===== config.mk =====
export PLATFORM = sky130hd
export DESIGN_NAME = anc_stream_aligner
export DESIGN_NICKNAME = d
export VERILOG_FILES = /design/src/rtl/anc_stream_aligner.sv
export SDC_FILE = /design/constraint.sdc
export NUM_CORES = 1
export LEC_CHECK = 0
export ABC_AREA = 1
export CAP_MARGIN = 20
export CORE_MARGIN = 5
export CORE_UTILIZATION = 30
export DETAILED_ROUTE_END_ITERATION = 12
export DONT_BUFFER_PORTS = 1
export PLACE_DENSITY = 0.49
export RECOVER_POWER = 100
export SLEW_MARGIN = 20
export SYNTH_ARGS = -nofsm -noshare
export SYNTH_HDL_FRONTEND = slang
export SYNTH_SLANG_ARGS = --single-unit
export TNS_END_PERCENT = 30

===== constraint.sdc =====
create_clock -name clk -period 1.3 [get_ports clk]
set_input_delay 0.26 -clock clk [delete_from_list [all_inputs] [get_ports clk]]
set_output_delay 0.26 -clock clk [all_outputs]
set_load 0.03 [all_outputs]

===== src/rtl/anc_stream_aligner.sv =====
// anc_stream_aligner: front end between the per-channel I2S receivers and the ANC core.
// After reset a CFG_LEN-bit config word is shifted in serially. Once that load finishes,
// NCH independent sample streams are captured into one-deep slots, and a bundle is formed
// when every enabled slot is full. The bundle moves into a registered output stage.
// With OVERWRITE=1 a full slot keeps accepting samples, and each lost sample increments a
// saturating overrun counter for that channel.
//
// Handshake semantics (inputs and output alike): a transfer happens on a rising clk edge
// where valid and ready are both high. A producer holds valid and its data stable until that
// edge. Ready may depend on state but never on the same port's valid.
module anc_stream_aligner #(
    parameter int NCH       = 4,
    parameter int W         = 16,
    parameter int CFG_LEN   = 22,
    parameter int OVERWRITE = 0,
    parameter int CNT_W     = 8
) (
    input  logic                 clk,
    input  logic                 rst,
    input  logic                 init_in,
    output logic [CFG_LEN-1:0]   cfg_bits,
    output logic                 init_done,
    input  logic [NCH-1:0]       ch_en,
    input  logic [NCH*W-1:0]     in_data,
    input  logic [NCH-1:0]       in_valid,
    output logic [NCH-1:0]       in_ready,
    output logic [NCH*W-1:0]     out_data,
    output logic                 out_valid,
    input  logic                 out_ready,
    output logic [NCH*CNT_W-1:0] ovf_cnt
);

    localparam int                   CFG_CNT_W = $clog2(CFG_LEN + 1);
    localparam logic [CFG_CNT_W-1:0] LAST_BIT  = CFG_CNT_W'(CFG_LEN - 1);
    localparam logic [CNT_W-1:0]     OVF_MAX   = '1;
    localparam bit                   OW        = (OVERWRITE != 0);

    logic [CFG_CNT_W-1:0] cnt;
    logic [NCH-1:0]       slot_full;
    logic [NCH*W-1:0]     slot_data;
    logic [NCH-1:0]       accept;
    logic [NCH-1:0]       overrun;
    logic                 all_full;
    logic                 xfer;

    // Serial config load: shift LSB-first until CFG_LEN bits are in, then freeze.
    always_ff @(posedge clk) begin
        if (rst) begin
            cfg_bits  <= '0;
            cnt       <= '0;
            init_done <= 1'b0;
        end else if (!init_done) begin
            cfg_bits <= CFG_LEN'({init_in, cfg_bits} >> 1);
            cnt      <= cnt + CFG_CNT_W'(1);
            if (cnt == LAST_BIT) begin
                init_done <= 1'b1;
            end
        end
    end

    // Handshake and bundle decisions, all taken from registered slot state and the live mask.
    always_comb begin
        in_ready = {NCH{init_done}} & ch_en & ({NCH{OW}} | ~slot_full);
        accept   = in_valid & in_ready;
        // A disabled channel never holds up a bundle. An all-zero mask never forms one.
        all_full = (&(slot_full | ~ch_en)) & (|ch_en);
        xfer     = all_full & (~out_valid | out_ready);
        // Replacing an untransferred sample loses data. Refilling on the xfer edge does not.
        overrun  = OW ? (accept & slot_full & ~{NCH{xfer}}) : '0;
    end

    // Capture slots: an accept wins over the xfer clear, so a same-edge refill stays full.
    always_ff @(posedge clk) begin
        if (rst) begin
            slot_full <= '0;
            slot_data <= '0;
        end else begin
            for (int i = 0; i < NCH; i++) begin
                if (accept[i]) begin
                    slot_full[i]          <= 1'b1;
                    slot_data[i*W +: W]   <= in_data[i*W +: W];
                end else if (xfer && ch_en[i]) begin
                    slot_full[i] <= 1'b0;
                end
            end
        end
    end

    // Output stage: load on xfer, drop when consumed. Data holds while stalled.
    always_ff @(posedge clk) begin
        if (rst) begin
            out_valid <= 1'b0;
            out_data  <= '0;
        end else if (xfer) begin
            out_valid <= 1'b1;
            out_data  <= slot_data;
        end else if (out_valid && out_ready) begin
            out_valid <= 1'b0;
        end
    end

    // Per-channel overrun counters, saturating at all-ones.
    always_ff @(posedge clk) begin
        if (rst) begin
            ovf_cnt <= '0;
        end else begin
            for (int i = 0; i < NCH; i++) begin
                if (overrun[i] && (ovf_cnt[i*CNT_W +: CNT_W] != OVF_MAX)) begin
                    ovf_cnt[i*CNT_W +: CNT_W] <= ovf_cnt[i*CNT_W +: CNT_W] + CNT_W'(1);
                end
            end
        end
    end

endmodule


==> run metrics, run 1 <==
Unique masters post-synth=23; clock sink count=between 150 and 200; crit path launch type=flip-flop; CTS root buf=clkbuf_16; CP arrival=between 1 and 1.5 ns; Vias/cell=between 5 and 6; Slew Viols, Final=0; worst setup path category=reg -> out; reg2reg end=out_data[1]$_SDFFE_PP0N_; diodes inserted=0; register bit total from synthesis=161; xor/xnor share of the synthesized area=0.00139; Congestion Overflow GR=0; CP required=about 1.0 ns; outcome=complete, but fails checks; Worst Skew=0.00624 ns; Clk pwr share=0.502; Critical-path top delay cell=dfxtp_2; largest family of logic cells by synthesized area=simple AND/OR/NAND/NOR gates; proportion of layout cells with a drive suffix above 1=0.244; All-Layer GR Usage=0.152; endpoint class of the critical path=output port; Horiz. Die Dim=around 160 um; Pwr Density=about 1300 nW/um2; Finish-stage setup viols=73; total net switching power=2320 uW; Core Region=20900 um2; CTS tree=built; RePlAce Congestion=around 0.7; sequential power share=0.459; average size of a mapped cell=a little over 8 um2; hold path depth=1; most frequent CP cell=buf_12; Synth top area share=0.511; Leakage=roughly 0.0028 uW; Die H=155 um; YS warnings=0; Pint=around 8500 uW; die area=24000 um2; FMAX=approximately 0.64 GHz; Hold Slack=-0.0952 ns; DR vias=5452; area leader, netlist=dfxtp_1; setup slack, reg-to-reg=-0.20 ns; post-route setup TNS=-10.47 ns; CTS buffer count=17; Iter 0 DRT Violations=270; area delta synth->final=30.3%; Worst VDD drop=806 uV; DR WL/cell=18.6 um; Max Cap Viol=0; clk_lat worst skew=about 0.42 ns; hold endpoint=init_done$_SDFF_PP0_; Compound-Gate Fraction of Synth Area=0.129; initial antenna violation count=0; Port Buffers=0; Setup WS post-layout=-0.258 ns; Fill cells=between 2000 and 2500; H-tree levels=4; Max FO, Critical Path=2; Initial Util=0.302; main area contributors after synthesis=dfxtp_1 51%, a21oi_1 11%, nand2_1 8.1%; worst path cell trace=inv_2 > nand2_2 > buf_6 > nor2_4 > buf_12 > buf_12; Clock Tree Buf Depth=2; largest net degree at the start of global routing=139; # rows=53; Syn Inst Count=slightly below 800; switching share of power=0.214; failing checks=negative hold slack, negative setup slack; final hold vios=71; sequential fraction of the synthesis area=0.511; drt drc=0; vias in the first global route=5106; Post-DP HPWL=11100 um; remaining antenna violation count=0; Synth Area in Simple Gates=0.252; clk slew on worst S/H paths=0.06 ns; final worst path period share=1.20; hold buffer count at CTS=1; Reg2Reg Depth=11; Comb pwr share=0.040; min-delay src=rst; mux contribution to synthesized area=0; boundary pin count=200; unrepaired setup endpoints after global routing=true; worst min-delay path class=in -> reg; global-route wire length before repair=between 20000 and 30000 um; max incr delay on CP=0.32 ns; Pre-antenna DRT Iters=4; Final min period=roughly 1.6 ns; Setup WS pre-CTS=-0.0822 ns; final net count=around 870; Worst R2R Start=slot_full[2]$_SDFFE_PP0P_; Routed Wire Length=20100 um; Post-Synth Adder-Cell Area=0.00397; Synth Cell Area=6310 um2
==> power groups by stage <==
stage,clock network [uW],logic [uW],registers [uW]
4_1_cts,5580,390,4970
3_5_place_dp,0,301,5080
6_report,5430,430,4970
3_3_place_gp,0,299,5080
2_1_floorplan,0,393,5080
5_1_grt,5810,458,4960
==> timing repair <==
| action | 4_1_cts | 5_1_grt |
|---|---|---|
| cloned | 8 | 9 |
| endpoints found under the hold margin | 138 | 137 |
| setup buffers | 20 | 3 |
| setup endpoints to repair | 85 | 117 |
| pin swaps | 29 | 48 |
| gates resized for setup | 39 | 108 |
==> Yosys cell counts <==
cell / number
nand2_2: 10
inv_1: 9
dfxtp_1: 161
nand4_1: 69
inv_2: 2
a21oi_2: 2
nor2_4: 5
a31oi_1: 1
buf_6: 10
nand2_1: 137
nor3_1: 2
nor4_1: 1
clkbuf_1: 31
buf_1: 2
o21ai_0: 24
buf_4: 37
buf_2: 18
xor2_1: 1
nor2_1: 49
nand3_1: 65
ha_1: 2
a21oi_1: 134
conb_1: 1
==> worst max-delay path: cells and delay by family, from the launching register on <==
family	cells	cell delay, ns
buf+inv	4	0.39
simple gates	2	0.16
flops	1	0.32
==> state kept, by name, indices dropped and copies added, names as in the netlist <==
signal     count
cfg_bits      22
slot_full      4
init_done      1
cnt            5
out_valid      1
out_data      64
slot_data     64
==> cell families (layout without fill, tap and decap cells) <==
logic type	after synthesis	after routing
flip-flops	161	161
XOR/XNOR	1	1
AND/OR/NAND/NOR	338	338
buffers and inverters	109	111
AO/OA/AOI/OAI	161	161
other	1	32
adder cells (fa/ha/maj)	2	2
==> per-stage QoR <==
stage	utilization	total power (uW)	instance area, um2	hold WS, ns	std cells
5_1_grt	0.394	11200	8220	-0.130	1081
6_report	0.394	10800	8220	-0.0952	1081
2_1_floorplan	-	5470	6430	0.412	804
3_3_place_gp	0.316	5380	6610	0.350	1015
3_5_place_dp	0.316	5380	6610	0.349	1015
4_1_cts	0.373	10900	7800	-0.109	1076
==> worst max path at each step <==
stage	start	end	slack, ns	depth (start not counted)
5_1_grt	slot_full[2]$_SDFFE_PP0P_	in_ready[2]	-0.32	6
3_3_place_gp	slot_full[1]$_SDFFE_PP0P_	slot_full[3]$_SDFFE_PP0P_	-0.05	8
4_1_cts	slot_full[3]$_SDFFE_PP0P_	in_ready[3]	-0.30	6
6_report	slot_full[3]$_SDFFE_PP0P_	in_ready[3]	-0.26	6
3_5_place_dp	slot_full[0]$_SDFFE_PP0P_	out_data[46]$_SDFFE_PP0N_	-0.08	7
2_1_floorplan	out_valid$_SDFFE_PP0P_	out_data[10]$_SDFFE_PP0N_	-0.008	6
==> area by class of cell <==
type / count / area, um2 / area share
clock inverter: 9 / 153 / 0.0186
timing repair buffer: 68 / 1060 / 0.129
clock buffer: 23 / 488 / 0.0594
inverter: 11 / 46.3 / 0.00563
multi-input combinational: 534 / 2900 / 0.352
tap: 275 / 344 / 0.0419
sequential: 161 / 3230 / 0.393
==> cells in the final DEF, fill, tap and decap left out, types with 2 or more instances in the layout <==
cell / instances
conb_1: 32
dfxtp_2: 5
bufinv_16: 4
nand2_2: 27
nor2_1: 49
nor2_4: 5
nand2_4: 19
inv_2: 4
a21oi_1: 98
a21oi_2: 38
nand4_1: 69
buf_16: 4
clkinvlp_4: 3
buf_12: 22
ha_1: 2
buf_4: 12
nand2_1: 101
clkbuf_16: 23
clkbuf_8: 4
clkbuf_1: 4
clkinv_2: 2
dfxtp_1: 155
inv_1: 6
o21ai_0: 24
buf_6: 17
nor3_1: 2
nand3_1: 63
==> per-layer routing <==
layer	vias up	GRT usage	wire length, um
li1	2638	-	-
met1	2622	0.194	8380
met5	-	0	0
met4	0	0.0421	192
met3	17	0.0690	2090
met2	175	0.231	9400
No activity file was read; power rests on OpenSTA's default activity.
==> inputs of run 2 (changes only) <==
--- a/config.mk
+++ b/config.mk
@@ -5,7 +5,6 @@
 export SDC_FILE = /design/constraint.sdc
 export NUM_CORES = 1
 export LEC_CHECK = 0
-export ABC_AREA = 1
 export CAP_MARGIN = 20
 export CORE_MARGIN = 5
 export CORE_UTILIZATION = 30
==> run metrics, run 2 <==
outcome=complete, but fails checks; failing checks=negative hold slack, negative setup slack; Core Region=21700 um2 (+3.8%); Post-synth ARST share=0 (unchanged); Worst VDD drop=693 uV (-14%); Post-DP HPWL=9920 um (-11%); Initial Util=0.304 (+0.00144); main area contributors after synthesis=dfxtp_1 49%, mux2i_1 13%, nand2b_1 13%; Slew Viols, Final=0 (unchanged); Hold Slack=-0.0844 ns (+0.0108 ns); diodes inserted=0 (unchanged); sequential power share=0.494 (+0.035); DR WL/cell=15.8 um (-15%); All-Layer GR Usage=0.122 (-0.0293); unrepaired setup endpoints after global routing=true; total net switching power=2220 uW (-4.5%); worst min-delay path class=in -> reg; Horiz. Die Dim=158 um (+2.0%); post-route setup TNS=-12.67 ns (-2.20 ns); boundary pin count=200 (unchanged); commonest cells after routing, fill and taps aside=157 x dfxtp_1, 132 x nand2b_1, 129 x nand2_1; area leader, netlist=dfxtp_1; Synth top area share=0.490 (-0.0212); CTS tree=built; Post-synth EDFFs=0 (unchanged); # rows=54 (+1.9%); Congestion Overflow GR=0 (unchanged); Port Buffers=0 (unchanged); register bit total from synthesis=161 (unchanged); H-tree levels=4 (unchanged); Die H=158 um (+2.0%); Max Cap Viol=0 (unchanged); final worst path period share=1.17 (-0.0251); DR vias=4496 (-18%); Pre-antenna DRT Iters=4 (unchanged); Clk pwr share=0.474 (-0.028); sequential fraction of the synthesis area=0.490 (-0.0212); clock sink count=161 (unchanged); clk_lat worst skew=0.42 ns (about the same); CTS root buf=clkbuf_16; CP arrival=1.27 ns (-0.03 ns); Routed Wire Length=16200 um (-19%); Finish-stage setup viols=91 (+25%); initial antenna violation count=0 (unchanged); die area=25000 um2 (+4.0%); Syn Inst Count=725 (-6.2%); clk slew on worst S/H paths=0.06 ns (about the same); drt drc=0 (unchanged); switching share of power=0.220 (+0.00591); Max FO, Critical Path=2 (unchanged); Worst Skew=0.00709 ns (+0.000859 ns); vias in the first global route=4209 (-18%); Setup WS post-layout=-0.225 ns (+0.0327 ns); proportion of layout cells with a drive suffix above 1=0.128 (-0.116); final net count=807 (-7.3%); Leakage=0.00254 uW (-11%); most instantiated cells after synthesis=161 x dfxtp_1, 132 x nand2b_1, 131 x nand2_1; most common cell after layout, fill and taps aside=dfxtp_1; count leader, synth=dfxtp_1; largest net degree at the start of global routing=226 (+63%); Vias/cell=4.40 (-13%); Iter 0 DRT Violations=195 (-28%); Final min period=1.53 ns (-0.0327 ns); Pint=7850 uW (-7.8%); average size of a mapped cell=9.08 um2 (+11%); biggest regs=out_data: 64 flops, slot_data: 64 flops, cfg_bits: 22 flops; crit path launch type=flip-flop; final core utilization=0.358 (-0.0355); YS warnings=0 (unchanged); CTS buffer count=17 (unchanged); Clock Tree Buf Depth=2 (unchanged); ys flop type=dfxtp_1; remaining antenna violation count=0 (unchanged); Design Area, Final=7760 um2 (-5.5%); Synth Cell Area=6580 um2 (+4.3%); CP required=1.04 ns (about the same); area delta synth->final=17.9%; final hold vios=69 (-2.8%); Overall Power=10100 uW (-7.1%); Pwr Density=1300 nW/um2 (-1.6%); Post-DP Area=6860 um2 (+3.7%); Unique masters post-synth=28 (+22%); FMAX=0.656 GHz (+2.1%); RePlAce Congestion=0.690 (-4.0%); global-route wire length before repair=23800 um (-18%); worst setup path category=reg -> out; Comb pwr share=0.032 (-0.008); endpoint class of the critical path=output port
==> run 2: cell count changes after synthesis, sizes merged, moves of 22 or more <==
cell,change
nand3,-60
a21oi,-70
nand2b,+132
o21ai,-24
nand4,-69
mux2i,+86
nor2,-22
==> run 2: path summary, 6_finish.rpt <==
path	cells past startpoint	end	start	slack (ns)
worst max-delay path	3	in_ready[2]	slot_full[2]$_SDFFE_PP0P_	-0.23
worst min-delay path	1	slot_data[36]$_SDFFE_PP0P_	rst	-0.08
worst max register to register	6	out_data[30]$_SDFFE_PP0N_	slot_full[2]$_SDFFE_PP0P_	-0.21
worst min register to register	2	slot_data[21]$_SDFFE_PP0P_	slot_data[21]$_SDFFE_PP0P_	0.45
==> run 2: cell families after synthesis <==
group / after synthesis / share of synthesized area
flip-flops: 161 / 0.490
multiplexers: 86 / 0.131
AND/OR/NAND/NOR: 310 / 0.234
AO/OA/AOI/OAI: 76 / 0.0629
adder cells (fa/ha/maj): 2 / 0.00380
buffers and inverters: 85 / 0.0734
XOR/XNOR: 4 / 0.00532
other: 1 / 0.000570
==> run 2: power by group through the flow <==
stage | sequential, uW | clock (uW) | combinational (uW)
global placement | 5080 | 0 | 281
global route | 4970 | 5210 | 344
finish | 4970 | 4770 | 324
floorplan | 5080 | 0 | 415
detailed placement | 5080 | 0 | 281
CTS | 4970 | 4970 | 287
==> run 2: critical path: stages (launching register included) <==
cell,delay (ns)
dfxtp_2,0.33
buf_6,0.11
and3b_2,0.26
buf_6,0.15
==> run 2: timing repair <==
item / CTS / global route
setup endpoints to repair: 73 / 129
cloned: 1 / 5
resized for setup: 22 / 18
hold endpoints to repair: 97 / 97
buffers inserted: 7 / 3
pin swaps: 7 / 9
==> run 2: routing by layer <==
| metal | part of all wire | track usage | up-vias |
|---|---|---|---|
| li1 | - | - | 2286 |
| met1 | 0.42 | 0.149 | 2075 |
| met2 | 0.46 | 0.185 | 122 |
| met3 | 0.11 | 0.0678 | 13 |
| met4 | 0.010 | 0.0390 | 0 |
| met5 | 0 | 0 | - |
==> run 2: final cells by class <==
class | count | area [um2]
fillers | 2246 | 13900
flip-flops and latches | 161 | 3230
multi-input cells | 510 | 3090
repair buffers | 35 | 524
clock buffers | 21 | 470
well taps | 280 | 350
clock inverters | 10 | 85.1
inverters | 4 | 15.0
==> run 2: stage by stage <==
stage                     hold slack [ns]  worst slack [ns]  cells
after global placement              0.347            -0.127    974
after detailed placement            0.346            -0.184    974
after global routing               -0.118            -0.302   1021
final                             -0.0844            -0.225   1021
after floorplan                     0.363            -0.144    756
after CTS                          -0.105            -0.238   1013
==> variant 1: new RTL, flow settings as in run 1 <==
Change the parameter `NCH` from 4 to 2.
--- a/src/rtl/anc_stream_aligner.sv
+++ b/src/rtl/anc_stream_aligner.sv
@@ -9,7 +9,7 @@
 // where valid and ready are both high. A producer holds valid and its data stable until that
 // edge. Ready may depend on state but never on the same port's valid.
 module anc_stream_aligner #(
-    parameter int NCH       = 4,
+    parameter int NCH       = 2,
     parameter int W         = 16,
     parameter int CFG_LEN   = 22,
     parameter int OVERWRITE = 0,
Interface: changed (6 resized); port bits go from 200 to 114. No check against the original RTL was run, so the function may have changed too.
==> variant 1 against run 1 <==
Worst setup slack better by 0.17 ns; area after synthesis is 44% lower; hold slack better by 0.16 ns; wire length down 56%; clock power is 57% lower; critical path depth fell by 1; sequential cell count fell by 66; the flow finishes with violations (setup timing); count of clock-buffer cells in the layout is 8 lower; total power decreased by 46%; core utilization fell by 3.1 points; final area is 49% lower.
==> variant 1: results (changes against run 1) <==
POST-PLACE-CELLS=573  # -44%
GPL.FINAL_WEIGHTED_CONGESTION=0.697  # -2.9%
PLACE_WS_NS=0.0337  # +0.116 ns
GRT_PASS1_VIAS=2561  # -50%
POSTPLACECELLAREA_UM2=3700  # -44%
SYNTH.CELLS.MOST_FREQUENT='nor2_1, dfxtp_1, o21ai_0'
GRT_FIRST_PASS_WIRELENGTH_UM=13600  # -53%
LAYOUT.NETS=495  # -43%
POST_ROUTE_CELLS_DRIVE_ABOVE_1_SHARE_PCT=11.4  # -13 points
DPL.HPWL_UM=5580  # -50%
SYNTH.AREA.TOP_CELLS='dfxtp_1, nor2_1, o21ai_0'
WORST_HOLD_PATH_TYPE='in2reg'
NUM_VIAS=2810  # -48%
POSTSYNTHAREAPERCELL_UM2=7.93  # -2.8%
SYNTH_SEQ_AREA_SHARE_PCT=53.7  # +2.7 points
WORST-ENDPOINT-ARRIVAL_NS=1.13  # -0.17 ns
YS_TYPES=26  # +13%
VIOLATIONS='setup timing'
WORST_SKEW_PAIR.LATE_LATENCY_NS=0.34  # -0.08 ns
GRT_USE_TOTAL_PCT=12.2  # -3.0 points
FIN_TNS_SETUP_NS=-0.429  # +10.04 ns
LARGESTREGISTERS='out_data x32, slot_data x32, cfg_bits x22'
DRT_ITER0_MARKERS=115  # -57%
POST-ROUTE-WORST-SETUP-SLACK_NS=-0.0891  # +0.169 ns
VDD_DROP_MAX_V=0.000802  # -0.38%
FINAL_CLOCK_SKEW_NS=0.00281  # -0.00343 ns
CTS_HTREE_LEVELS=3  # -1
NUMBER_OF_CTS_INSERTED_BUFFERS=9  # -8
POWER.STATIC_LEAKAGE_uW=0.00161  # -43%
SETUP_VIOL_COUNT_FINAL=27  # -63%
WL_PER_CELL_UM=14.7  # -21%
DRT_WL_TOTAL_UM=8860  # -56%
STATUS='finished with violations'
GRT_START_MAX_NET_PINS=39  # -72%
## variant 1: cells by family after synthesis
family | after synthesis | synth area share [%]
simple gates | 198 | 23.5
compound gates | 95 | 13.6
flops | 95 | 53.7
buf+inv | 54 | 8.10
fa+ha+maj | 2 | 0.707
xor+xnor | 1 | 0.248
other cells | 1 | 0.106
## variant 1: worst paths after layout
| check | start | cells past startpoint | endpoint | slack, ns |
|---|---|---|---|---|
| worst min-delay path | in_data[2] | 2 | slot_data[2] | 0.07 |
| worst max register to register | slot_full[0] | 6 | out_data[21] | -0.03 |
| worst min register to register | slot_data[21] | 2 | slot_data[21] | 0.46 |
| worst max-delay path | slot_full[1] | 5 | in_ready[1] | -0.09 |
## variant 1: layer usage
layer	vias to the layer above	track usage, %	wire (um)
met1	1280	13.4	3690
li1	1439	-	-
met3	12	5.87	693
met4	0	4.68	137
met2	79	20.3	4340
met5	-	0	0
## variant 1: repair_timing
action | 4_1_cts | 5_1_grt
pin swaps | 2 | 9
hold buffers | 1 | 0
hold endpoints to repair | 38 | 0
setup buffers | 7 | 2
endpoints found under the setup margin | 2 | 67
gates resized for setup | 5 | 39
gates cloned | 0 | 2
## variant 1: critical path, stage by stage (launching register included)
cell,delay [ns]
dfxtp_2,0.32
inv_2,0.04
nand2_2,0.06
nor2_4,0.14
buf_12,0.12
buf_12,0.10
## variant 1: per-stage QoR
stage	hold WS, ns	utilization [%]
after detailed placement	0.334	32.3
after global placement	0.331	32.3
final	0.0675	36.2
after floorplan	0.412	-
after CTS	0.0625	35.2
after global routing	0.0615	36.2
## variant 1: area by class of cell
| class | instances | area, um2 |
|---|---|---|
| clock inverters | 1 | 5.00 |
| clock buffers | 15 | 248 |
| flip-flops and latches | 95 | 1910 |
| repair buffers | 26 | 327 |
| multi-input cells | 312 | 1440 |
| fillers | 1198 | 7310 |
| inverters | 9 | 43.8 |
| well taps | 143 | 179 |
## variant 1: report_power, final
| group | leakage [uW] | total [uW] | switching, uW | internal (uW) |
|---|---|---|---|---|
| sequential | 0.000773 | 3180 | 191 | 2990 |
| combinational | 0.000718 | 354 | 235 | 119 |
| clock | 0.000122 | 2330 | 1030 | 1300 |
| total | 0.00161 | 5860 | 1460 | 4400 |
==> variant 2: new RTL, settings of run 1 <==
Made on the original files. Make the reset (`rst`) asynchronous in 4 clocked blocks.
--- a/src/rtl/anc_stream_aligner.sv
+++ b/src/rtl/anc_stream_aligner.sv
@@ -44,7 +44,7 @@
     logic                 xfer;
 
     // Serial config load: shift LSB-first until CFG_LEN bits are in, then freeze.
-    always_ff @(posedge clk) begin
+    always_ff @(posedge clk or posedge rst) begin
         if (rst) begin
             cfg_bits  <= '0;
             cnt       <= '0;
@@ -70,7 +70,7 @@
     end
 
     // Capture slots: an accept wins over the xfer clear, so a same-edge refill stays full.
-    always_ff @(posedge clk) begin
+    always_ff @(posedge clk or posedge rst) begin
         if (rst) begin
             slot_full <= '0;
             slot_data <= '0;
@@ -87,7 +87,7 @@
     end
 
     // Output stage: load on xfer, drop when consumed. Data holds while stalled.
-    always_ff @(posedge clk) begin
+    always_ff @(posedge clk or posedge rst) begin
         if (rst) begin
             out_valid <= 1'b0;
             out_data  <= '0;
@@ -100,7 +100,7 @@
     end
 
     // Per-channel overrun counters, saturating at all-ones.
-    always_ff @(posedge clk) begin
+    always_ff @(posedge clk or posedge rst) begin
         if (rst) begin
             ovf_cnt <= '0;
         end else begin
Function: differs if rst is asserted again (counterexample within 4 cycles, from zero or initial values and one cycle with rst high); with rst held inactive, the same outputs for 10 cycles.
==> variant 2 against run 1 <==
The run ends with setup timing left; sequential cell count unchanged; sequential share of layout area is 7.5 points higher; hold slack improved by 0.11 ns; die area up 7.5%; non-clock buffer count up 34; area after synthesis grew 8.0%; cell count fell by 2.6%; wire length fell by 22%; final area up 4.6%; worst setup slack improved by 0.024 ns; count of clock-buffer cells in the layout down 2; highest routed layer unchanged.
Power is not compared: it rests on default switching activity, and its combinational part moved more than twofold at a synthesized area within 25%.
==> variant 2: results (changes against run 1) <==
STATUS='finished with violations'
VIOLATIONS='setup timing'
CTS.REPAIR.RESIZED=24  # -38%
CRITICAL-PATH-MAX-STAGE-DELAY_NS=0.39  # +0.07 ns
FINAL_CLOCK_SKEW_NS=0.0122  # +0.00592 ns
POST_ROUTE_CELLS_DRIVE_ABOVE_1_SHARE_PCT=29.6  # +5.1 points
TOPROUTINGLAYERUSED='met4'
GRT_START_MAX_NET_PINS=83  # -40%
WORST_PATH_DOMINANT_CELL_FAMILY='flip-flops'
MET1_USAGE_PCT=15.1  # -4.3 points
SYNTH.CELLS.MOST_FREQUENT='dfrtp_1, nand2_1, inv_1'
VIA_PER_INST=4.21  # -17%
CTS_HOLD_BUFFERS=46  # +45
DETAILROUTE.WIRELENGTH.MET2_UM=7340  # -22%
FINAL_CELL_COUNT_NO_FILL=1053  # -2.6%
PLACE_WS_NS=-0.0697  # +0.0125 ns
USE_MET2_PCT=17.9  # -5.2 points
SYNTH_ASYNC_SR_FLOP_SHARE_PCT=100  # +100 points
HOLD_DEPTH=2  # +1
SWITCHINGPOWER_uW=9070
WORST_HOLD_PATH_TYPE='in2reg'
DRT_WL_TOTAL_UM=15600  # -22%
DRT-MET1-WL_UM=6560  # -22%
GRT_USE_TOTAL_PCT=11.9  # -3.3 points
GPL.FINAL_WEIGHTED_CONGESTION=0.707  # -1.5%
POST-ROUTE-WORST-SETUP-SLACK_NS=-0.234  # +0.0239 ns
POSTSYNTHAREAPERCELL_UM2=10.2  # +25%
SYNTH.AREA.TOP_CELLS='dfrtp_1, o21ai_2, nand2_1'
DRT_ITER0_MARKERS=211  # -22%
GRT_FIRST_PASS_WIRELENGTH_UM=24400  # -16%
GRT_UTIL_MET3_PCT=5.52  # -1.4 points
DPL.HPWL_UM=10100  # -9.3%
FIN_TNS_SETUP_NS=-14.65  # -4.17 ns
YS_TYPES=24  # +4.3%
POSTPLACECELLAREA_UM2=7220  # +9.2%
POST-PLACE-CELLS=958  # -5.6%
POST-CTS-SETUP-BUFFER-COUNT=10  # -50%
SYNTH_SEQ_AREA_SHARE_PCT=59.1  # +8.0 points
R2R.WORST_PATH.CELLS=10  # -1
DR_WL_MET3_UM=1520  # -27%
ROW_COUNT=55  # +3.8%
WORST-ENDPOINT-ARRIVAL_NS=1.27  # -0.03 ns
GRT_PASS1_VIAS=4428  # -13%
CRITICAL-PATH-SLOWEST-CELL='dfrtp_1'
POWER.TOTAL_uW=21900
ANTENNA_VIOLATIONS_BEFORE_REPAIR=0  # unchanged
LAYOUT.NETS=835  # -4.1%
SETUP_VIOL_COUNT_FINAL=106  # +45%
[variant 2: worst paths after layout]
check	endpoint	from	slack (ns)
max in group asynchronous	out_data[61]	rst	0.14
max	in_ready[3]	slot_full[3]	-0.23
max reg2reg	out_data[47]	slot_full[0]	-0.21
min reg2reg	slot_full[2]	slot_full[2]	0.47
min in group asynchronous	slot_data[26]	rst	0.55
min	slot_data[52]	in_data[52]	0.01
[variant 2: cell type report]
| cell class | count | area [um2] |
|---|---|---|
| clock buffer | 21 | 460 |
| clock inverter | 9 | 86.3 |
| fill | 2224 | 13900 |
| inverter | 76 | 289 |
| multi-input combinational | 399 | 2180 |
| sequential | 161 | 4030 |
| tap | 285 | 357 |
| timing repair buffer | 102 | 1190 |
[variant 2: cells by family after synthesis]
logic type	count (synthesis)	synth area share [%]
compound gates	131	12.6
xor+xnor	4	0.514
fa+ha+maj	2	0.367
buf+inv	140	11.8
flops	161	59.1
other cells	1	0.0550
simple gates	230	15.6
